## config.mk

```make
export PLATFORM = sky130hd
export DESIGN_NAME = ps2_scan_decoder
export DESIGN_NICKNAME = d
export VERILOG_FILES = /design/src/rtl/ps2_scan_decoder.sv
export SDC_FILE = /design/constraint.sdc
export NUM_CORES = 1
export LEC_CHECK = 0
export ABC_AREA = 1
export CORE_ASPECT_RATIO = 0.8
export CORE_UTILIZATION = 48
export CTS_CLUSTER_SIZE = 8
export DETAILED_ROUTE_END_ITERATION = 6
export GPL_ROUTABILITY_DRIVEN = 0
export PLACE_DENSITY = 0.67
export SETUP_SLACK_MARGIN = 0.02
export SLEW_MARGIN = 30
export SYNTH_ARGS = -nofsm -noshare
export SYNTH_HDL_FRONTEND = slang
export SYNTH_SLANG_ARGS = --single-unit
```

## constraint.sdc

```tcl
create_clock -name clk -period 2.8 [get_ports clk]
set_input_delay 0.56 -clock clk [delete_from_list [all_inputs] [get_ports clk]]
set_output_delay 0.56 -clock clk [all_outputs]
set_load 0.005 [all_outputs]
```

## src/rtl/ps2_scan_decoder.sv

```systemverilog
// PS/2 keyboard receiver: synchronizes and filters the line, frames 11-bit words, decodes E0/F0 prefixes.
// Latency: scan/flags/scan_received update one clk after the stop-bit falling edge (which itself trails raw ps2clk by sync + filter delay).
// Backpressure: none; pulses are single-cycle and the consumer must accept them.
module ps2_scan_decoder #(
  parameter int FILTER_LEN     = 8,
  parameter int TIMEOUT_CYCLES = 28000
) (
  input  logic       clk,
  input  logic       rst,
  input  logic       ps2clk_in,
  input  logic       ps2data_in,
  output logic       scan_received,
  output logic [7:0] scan,
  output logic       extended,
  output logic       released,
  output logic       frame_error,
  output logic       busy
);

  localparam int TW = $clog2(TIMEOUT_CYCLES + 1);

  typedef enum logic [1:0] {IDLE, DATA, PARITY, STOP} state_t;

  logic [1:0]            clk_sync, data_sync;
  logic [FILTER_LEN-1:0] hist;
  logic                  filt;
  logic                  clk_s, data_s, fall;

  state_t       state, state_nxt;
  logic [2:0]   bit_cnt, bit_cnt_nxt;
  logic [7:0]   shreg, shreg_nxt;
  logic         par_ok, par_ok_nxt;
  logic [TW-1:0] tcnt, tcnt_nxt;
  logic         ext_pend, ext_pend_nxt;
  logic         rel_pend, rel_pend_nxt;
  logic [7:0]   scan_nxt;
  logic         extended_nxt, released_nxt;
  logic         rcv_nxt, err_nxt;

  assign clk_s  = clk_sync[1];
  assign data_s = data_sync[1];
  // Falling edge: filtered level is high and the whole sample window has gone low.
  assign fall   = filt && (hist == '0);
  assign busy   = (state != IDLE);

  // Two-flop synchronizers; idle-bus value on reset so release cannot fake an edge.
  always_ff @(posedge clk) begin
    if (rst) begin
      clk_sync  <= 2'b11;
      data_sync <= 2'b11;
    end else begin
      clk_sync  <= {clk_sync[0], ps2clk_in};
      data_sync <= {data_sync[0], ps2data_in};
    end
  end

  // Glitch filter: level flips only when the last FILTER_LEN samples all agree.
  always_ff @(posedge clk) begin
    if (rst) begin
      hist <= '1;
      filt <= 1'b1;
    end else begin
      hist <= {hist[FILTER_LEN-2:0], clk_s};
      if (&hist)
        filt <= 1'b1;
      else if (hist == '0)
        filt <= 1'b0;
    end
  end

  // Frame state and output registers.
  always_ff @(posedge clk) begin
    if (rst) begin
      state         <= IDLE;
      bit_cnt       <= 3'd0;
      shreg         <= 8'h00;
      par_ok        <= 1'b0;
      tcnt          <= '0;
      ext_pend      <= 1'b0;
      rel_pend      <= 1'b0;
      scan          <= 8'h00;
      extended      <= 1'b0;
      released      <= 1'b0;
      scan_received <= 1'b0;
      frame_error   <= 1'b0;
    end else begin
      state         <= state_nxt;
      bit_cnt       <= bit_cnt_nxt;
      shreg         <= shreg_nxt;
      par_ok        <= par_ok_nxt;
      tcnt          <= tcnt_nxt;
      ext_pend      <= ext_pend_nxt;
      rel_pend      <= rel_pend_nxt;
      scan          <= scan_nxt;
      extended      <= extended_nxt;
      released      <= released_nxt;
      scan_received <= rcv_nxt;
      frame_error   <= err_nxt;
    end
  end

  // Next-state: framing, parity/stop checks, timeout and prefix decode.
  always_comb begin
    state_nxt    = state;
    bit_cnt_nxt  = bit_cnt;
    shreg_nxt    = shreg;
    par_ok_nxt   = par_ok;
    ext_pend_nxt = ext_pend;
    rel_pend_nxt = rel_pend;
    scan_nxt     = scan;
    extended_nxt = extended;
    released_nxt = released;
    rcv_nxt      = 1'b0;
    err_nxt      = 1'b0;
    tcnt_nxt     = (state == IDLE || fall) ? '0 : tcnt + TW'(1);

    if (state != IDLE && !fall && tcnt == TW'(TIMEOUT_CYCLES)) begin
      // Device stopped clocking mid-frame: abandon it and any pending prefix.
      state_nxt    = IDLE;
      tcnt_nxt     = '0;
      err_nxt      = 1'b1;
      ext_pend_nxt = 1'b0;
      rel_pend_nxt = 1'b0;
    end else if (fall) begin
      case (state)
        IDLE: begin
          if (!data_s) begin
            state_nxt   = DATA;
            bit_cnt_nxt = 3'd0;
          end
        end
        DATA: begin
          shreg_nxt   = {data_s, shreg[7:1]};
          bit_cnt_nxt = bit_cnt + 3'd1;
          if (bit_cnt == 3'd7)
            state_nxt = PARITY;
        end
        PARITY: begin
          par_ok_nxt = ^{shreg, data_s};
          state_nxt  = STOP;
        end
        STOP: begin
          state_nxt = IDLE;
          if (!data_s || !par_ok) begin
            err_nxt      = 1'b1;
            ext_pend_nxt = 1'b0;
            rel_pend_nxt = 1'b0;
          end else begin
            case (shreg)
              8'hE0: ext_pend_nxt = 1'b1;
              8'hF0: rel_pend_nxt = 1'b1;
              8'h00, 8'hAA, 8'hEE, 8'hFA, 8'hFE, 8'hFF: begin
                ext_pend_nxt = 1'b0;
                rel_pend_nxt = 1'b0;
              end
              default: begin
                scan_nxt     = shreg;
                extended_nxt = ext_pend;
                released_nxt = rel_pend;
                rcv_nxt      = 1'b1;
                ext_pend_nxt = 1'b0;
                rel_pend_nxt = 1'b0;
              end
            endcase
          end
        end
        default: state_nxt = IDLE;
      endcase
    end
  end

endmodule

```

# Word-level counts from Yosys, hierarchy flattened
# Cells that the tools add are included.
# totals
reg_bits	56
inputBits	4
out_inout_bits	13
word_cells	80
# op_classes
n_addsub	2
eq_ne	16
muxes	14
bitwise_logic	5
n_reduce_logical	27
# op_table
operator	n
$eq A8 B8 Y1 const B	7
$logic_not A8 Y1	2
$add A15 B1 Y15 const B	1
$eq A15 B15 Y1 const B	1
$reduce_and A3 Y1	5
$reduce_xor A9 Y1	1
$ne A2 B2 Y1 const B	4
$pmux W2 S4	1
$reduce_and A8 Y1	1
$reduce_or A8 Y1	1
$mux W1	7
$pmux W3 S2	1
$not A1 Y1	5
$reduce_and A5 Y1	1
$reduce_or A5 Y1	1
$eq A2 B2 Y1 const B	2
$mux W2	2
$pmux W1 S2	2
$reduce_and A4 Y1	1
$reduce_bool A2 Y1	2
$reduce_or A2 Y1	2
$add A3 B1 Y3 const B	1
$eq A3 B3 Y1 const B	1
$logic_and A1 B1 Y1	3
other kinds (6)	9

# Logic depth before layout (Yosys ltp)
# Gate-level depths: netlist (run 1).
# depth
word_depth	7
mapped_depth	11
ltp_nobuf	11

# Worst setup path before layout (run 1)
# Ideal clock, no wire load.
# synth_timing
path_type	register to register
start	reg tcnt[0]
end	reg tcnt[10]
t_arrival_ns	1.288
path_slack_ns	1.395
path_stages_with_launch	8
path_buffers	0
period_less_slack_ns	1.405
cell_sequence	dfxtp_1 > ha_1 > nand2_1 > nor3_2 > nand3_2 > nor2_4 > xnor2_1 > nor2_2
# synth_via
elab_chain_cells	3
elab_cells_between_ends	4
classes_between	add/sub: 1; eq/ne: 1; reduce/logical: 2
# synth_rtl
element	line	rtl
start, declared	33	logic [TW-1:0] tcnt, tcnt_nxt;
start signal, assigned	91	tcnt <= tcnt_nxt;
branches (longest 3 deep; another with $add A15 B1 Y15)	-	
# Several ways; the timed one is not identified.
# A chain may end at the register's enable or synchronous reset.

# Worst setup path in the final report (run 1)
# layout_timing
start	reg state[0]
end	out busy
# layout_via
elab_chain_cells	1
# layout_rtl
element	line	rtl
start, declared	29	state_t state, state_nxt;
start signal, assigned	87	state <= state_nxt;
$reduce_bool A2 Y1	44	assign busy = (state != IDLE);
end, declared	17	output logic busy
# Every way passes these cells.

==> out/results.txt, run 1 <==
GRT Overall Usage: 17.8%
Sw Ratio: 18.3%
vias in the first global route: 1,961
Syn Inst Count: 365
final worst setup slack: 0.611 ns
overall power: 1420 uW
Seq pwr share: 56.3%
fin crit share: 78.2%
Slew HR: 65.0%
CP Class: flip-flop to output port
CTS sink cnt: 56
HP Start: clk_sync[1]
status: complete, no violations
clk slew on worst S/H paths: 0.09 ns
WL met3: 183 um
maximum clock frequency: 457 MHz
# DRC: 0
postcts setup bufs: 0
# resized after CTS: 0
post-synth net total: 378
Die W: 85.4 um
Comb power frac: 1.8%
share of cells above drive strength 1: 13.3%
synthesized area per cell: 7.31 um^2
Pint: 1160 uW
nets: 396
Power Dens Cells: 474 nW/um^2
pin count of the biggest net entering global routing: 22
global route total overflow: 0
Starting Density: 51.5%
yosys warns: 0
Core Footprint: 5180 um^2
FF+latch count, synth: 56
crit path DAT: 1.63 ns
top fanout value on the critical path: 4
setup violators final: 0
worst-case clock buffer depth: 2
synthesized area: 2670 um^2
# diodes: 0
origin of the critical flop-to-flop path: shreg[3]
sequential area share after synthesis: 42.0%
drt pass-1 iters: 4
slew of the pin with the lowest slew margin: 0.525 ns
unrepaired setup endpoints after global routing: no
DR WL/cell: 10.3 um
Netlist cell types: 29
Top-Level Pins: 17
DR iter-0 viols: 129
met1 wire length: 2.39 mm
Pins Over Slew Limit: 0
Die Ht: 68.7 um
crit path capture type: output port
dpl hpwl: 3.46 mm
post-route design area: 3000 um^2
max_cap viols: 0
LEAKAGE: 0.00122 uW
H-tree lvl count: 2
first-pass GRT wire length: 8.27 mm
pre-CTS setup slack: 0.802 ns
TritonCTS clock tree: yes
startpoint types: flip-flop
P_sw: 260 uW
total CTS buffers: 5
clock insertion delay at the later pin of the skew report: 0.30 ns
vias: 2,137
Final Skew: 0.00873 ns
Hold Violations, Final: 0
Die ar.: 5860 um^2
hold crit path type: flip-flop to flip-flop
Synth-to-Final Area Change: 12.3%
Via density: 4.80
Worst setup startpoint: state[0]
max layer used: met4
routed length on met2: 1.99 mm
post-route ant nets: 0
clk root buf: clkbuf_8
FP Rows: 23
final worst path period need: 2.19 ns
hold buffer count at cts: 0
IO buf count: 16
placed cell area: 2870 um^2
Setup TNS: 0 ns
CP required: 2.24 ns
detailed-route wire length: 4.58 mm
number of antenna violations at the first check in global routing: 0
Peak VDD IR: 318 uV
Clock power frac: 41.9%
placed cells by master (no fill, tap or decap), drive strengths merged, types with 3 or more instances in the layout:
master	count
nand2	88
clkdlybuf4s50	16
nor2	68
ha	9
inv	49
clkbuf	5
xnor2	5
nand3	18
or2	13
nand4	3
a21oi	14
nor3	7
xor2	7
o21ai	15
dfxtp	56
stage by stage:
stage,util [%],hold slack (ns),instances
final,57.9,0.417,445
after global routing,57.9,0.437,445
after global placement,55.4,0.391,438
after CTS,57.9,0.418,445
after floorplan,-,0.389,365
after detailed placement,55.4,0.395,438
registers in the layout (all words and copies together) (netlist names), 2 cells and up:
register,count
scan,8
bit_cnt,3
hist,8
tcnt,15
shreg,8
clk_sync,2
state,2
data_sync,2
power groups by stage:
stage          clock network (uW)  registers (uW)  logic (uW)
2_1_floorplan                   0             819        16.1
3_3_place_gp                    0             820        25.6
3_5_place_dp                    0             820        26.1
4_1_cts                       607             801        26.2
5_1_grt                       638             802        29.5
6_report                      595             801        25.6
logic make-up after synthesis:
logic type / count (synthesis) / share of synthesized area (%)
AO/OA/AOI/OAI: 32 / 6.28
XOR/XNOR: 12 / 3.94
adder cells (fa/ha/maj): 9 / 4.22
buffers and inverters: 57 / 9.05
flip-flops: 56 / 42.0
AND/OR/NAND/NOR: 199 / 34.5
cell usage after synthesis, drive strengths merged:
cell type	count	share of area [%]
dfxtp	56	42
o21a	1	0.28
o211ai	2	0.56
nand4	3	0.70
inv	49	6.9
nor3	7	1.5
a21oi	14	2.6
xnor2	5	1.6
clkinv	1	0.19
ha	9	4.2
clkbuf	1	0.14
nand3	18	4.4
nor2	68	11
nand2	88	13
or2	13	3.0
o21ai	15	2.8
buf	6	1.8
nor4	2	0.47
xor2	7	2.3
routing by layer:
layer | up-vias | track usage, %
li1 | 1154 | -
met1 | 947 | 23.0
met2 | 34 | 31.1
met3 | 2 | 3.57
met4 | 0 | 4.38
met5 | - | 0
critical path, stage by stage, from the launching register on:
cell and delay (ns):
dfxtp_1 0.39, inv_1 0.10, ha_1 0.28, inv_1 0.07, clkdlybuf4s50_1 0.50
path summary, 6_finish.rpt:
check	to	cells after the start	slack, ns
min	hist[0]	1	0.42
max	busy	4	0.61
max reg2reg	released	9	1.13
min reg2reg	hist[0]	1	0.42
final cells by class:
cell class                      instances  area (um^2)
Multi-Input combinational cell        252         1310
Inverter                               50          189
Sequential cell                        56         1120
Clock inverter                          2         60.1
Timing Repair Buffer                   18          175
Clock buffer                            5         68.8
Fill cell                             506         2180
Tap cell                               62         77.6
No activity file was read; power rests on OpenSTA's default activity.
==> run 2: changes to the inputs <==
- PLACE_DENSITY: 0.67 -> 0.69
- clock period: 2.8 -> 1.8 ns (I/O delays scaled with it)
==> out/results.txt, run 2 (synthesis gave the netlist of run 1 again) <==
Setup TNS: 0 ns (unchanged)
Die W: 85.4 um (unchanged)
DR WL/cell: 10.4 um (was 10.3 um)
Peak VDD IR: 397 uV (was 318 uV)
final worst path period need: 1.55 ns
hold crit path type: flip-flop to flip-flop (unchanged)
Multi-input gate area: 1320 um^2 (was 1310 um^2)
Starting Density: 51.5% (unchanged)
overall power: 1980 uW (was 1420 uW)
Top-Level Pins: 17 (unchanged)
CP required: 2.04 ns (was 2.24 ns)
clk slew on worst S/H paths: 0.09 ns (about the same)
share of cells above drive strength 1: 15.9% (was 13.3%)
post-route ant nets: 0 (unchanged)
top fanout value on the critical path: 4 (unchanged)
global route total overflow: 0 (unchanged)
setup violators final: 0 (unchanged)
Most common cell on crit path: nand2_1 (was inv_1)
Core Footprint: 5180 um^2 (unchanged)
FP Rows: 23 (unchanged)
# diodes: 0 (unchanged)
pre-CTS setup slack: 0.146 ns (was 0.802 ns)
Final Skew: 0.00392 ns (was 0.00873 ns)
most frequent cells in the layout: nand2_1 (83), dfxtp_1 (54), nor2_1 (52) (was nand2_1 (84), dfxtp_1 (56), nor2_1 (52))
H-tree lvl count: 2 (unchanged)
vias in the first global route: 1,793 (was 1,961)
Pins Over Slew Limit: 0 (unchanged)
commonest non-fill, non-tap cell in the layout: nand2_1 (unchanged)
IO buf count: 16 (unchanged)
clock insertion delay at the later pin of the skew report: 0.30 ns (about the same)
detailed-route wire length: 4.67 mm (was 4.58 mm)
nets: 401 (was 396)
Buf/Inv on CP: 0 (was 3)
fin crit share: 86.2%
TritonCTS clock tree: yes (unchanged)
CP max stage delay: 0.39 ns (was 0.50 ns)
worst-case clock buffer depth: 2 (unchanged)
dpl hpwl: 3.51 mm (was 3.46 mm)
crit path capture type: flip-flop (was output port)
Top reg by flops: tcnt (unchanged)
Critical-path top delay cell: dfxtp_1 (was clkdlybuf4s50_1)
CP cell instances: ha_1 -> nand2_1 -> nor3_2 -> nand3_2 -> nor2_4 -> nand2_1 -> nand2_1 -> nand2_1 -> nor2_1 (was inv_1 -> ha_1 -> inv_1 -> clkdlybuf4s50_1)
fill count: 494 (was 506)
vias: 2,103 (was 2,137)
clk root buf: clkbuf_8 (unchanged)
DR iter-0 viols: 98 (was 129)
Crit path max-delay family: simple AND/OR/NAND/NOR gates (was buffers and inverters)
CP Class: flip-flop to flip-flop (was flip-flop to output port)
final worst setup slack: 0.248 ns (was 0.611 ns)
Sequential Area: 1120 um^2 (about the same)
Power Dens Cells: 653 nW/um^2 (was 474 nW/um^2)
total CTS buffers: 5 (unchanged)
pin count of the biggest net entering global routing: 21 (was 22)
LEAKAGE: 0.00124 uW (was 0.00122 uW)
Via density: 4.66 (was 4.80)
GRT Overall Usage: 17.5% (was 17.8%)
max_cap viols: 0 (unchanged)
Die Ht: 68.7 um (unchanged)
# DRC: 0 (unchanged)
drt pass-1 iters: 4 (unchanged)
first-pass GRT wire length: 7.96 mm (was 8.27 mm)
maximum clock frequency: 644 MHz
unrepaired setup endpoints after global routing: no (unchanged)
number of antenna violations at the first check in global routing: 0 (unchanged)
slew of the pin with the lowest slew margin: 0.490 ns (was 0.525 ns)
CTS sink cnt: 56 (unchanged)
Die ar.: 5860 um^2 (unchanged)
startpoint types: flip-flop (unchanged)
Synth-to-Final Area Change: 13.5% (was 12.3%)
status: complete, no violations (unchanged)
crit path DAT: 1.79 ns (was 1.63 ns)
Largest register FFs: 15 (unchanged)
Slew HR: 67.1% (was 65.0%)
Hold Violations, Final: 0 (unchanged)
==> run 2: worst paths after layout <==
check,to,from,cells after the start,slack [ns]
hold / removal,data_sync[1],data_sync[0],1,0.42
hold reg to reg,data_sync[1],data_sync[0],1,0.42
setup / recovery,tcnt[12],tcnt[0],9,0.25
setup reg to reg,tcnt[12],tcnt[0],9,0.25
==> run 2: layer usage <==
layer | share of wire, % | track usage (%) | vias up | routed length (um)
li1 | - | - | 1169 | -
met1 | 53 | 24.0 | 908 | 2490
met2 | 43 | 28.1 | 22 | 2000
met5 | 0 | 0 | - | 0
met4 | 0.81 | 5.63 | 0 | 38
met3 | 3.0 | 3.57 | 4 | 141
==> run 2: where the power goes <==
part | switching (uW) | internal (uW) | leakage [uW]
combinational | 25.0 | 21.2 | 0.000741
sequential | 2.04 | 1240 | 0.000453
clock | 374 | 313 | 0.0000445
==> run 2: final cells by class <==
class,instances,share of cell area (%)
sequential,56,37.1
clock inverter,1,0.248
inverter,50,6.24
tap,62,2.56
timing repair buffer,23,7.39
multi-input combinational,252,43.6
clock buffer,7,2.85
==> run 2: worst reg2reg max path, stage by stage, from the launching register on <==
cell and delay (ns):
dfxtp_1 0.39, ha_1 0.22, nand2_1 0.07, nor3_2 0.26, nand3_2 0.16, nor2_4 0.14
nand2_1 0.07, nand2_1 0.06, nand2_1 0.05, nor2_1 0.08
==> run 2: metrics by stage <==
step | hold WS, ns | utilization, % | instances | area (um^2)
final | 0.416 | 58.5 | 451 | 3030
after global routing | 0.438 | 58.5 | 451 | 3030
after detailed placement | 0.397 | 56.1 | 441 | 2900
after CTS | 0.420 | 58.4 | 451 | 3030
after floorplan | 0.389 | - | 365 | 2670
after global placement | 0.398 | 56.1 | 441 | 2900
==> run 2: what timing repair did <==
item / 4_1_cts / 5_1_grt
buffers inserted: 2 / 0
resized for setup: 7 / 1
hold endpoints to repair: 0 / 0
endpoints found under the setup margin: 1 / 4
hold buffers: 0 / 0
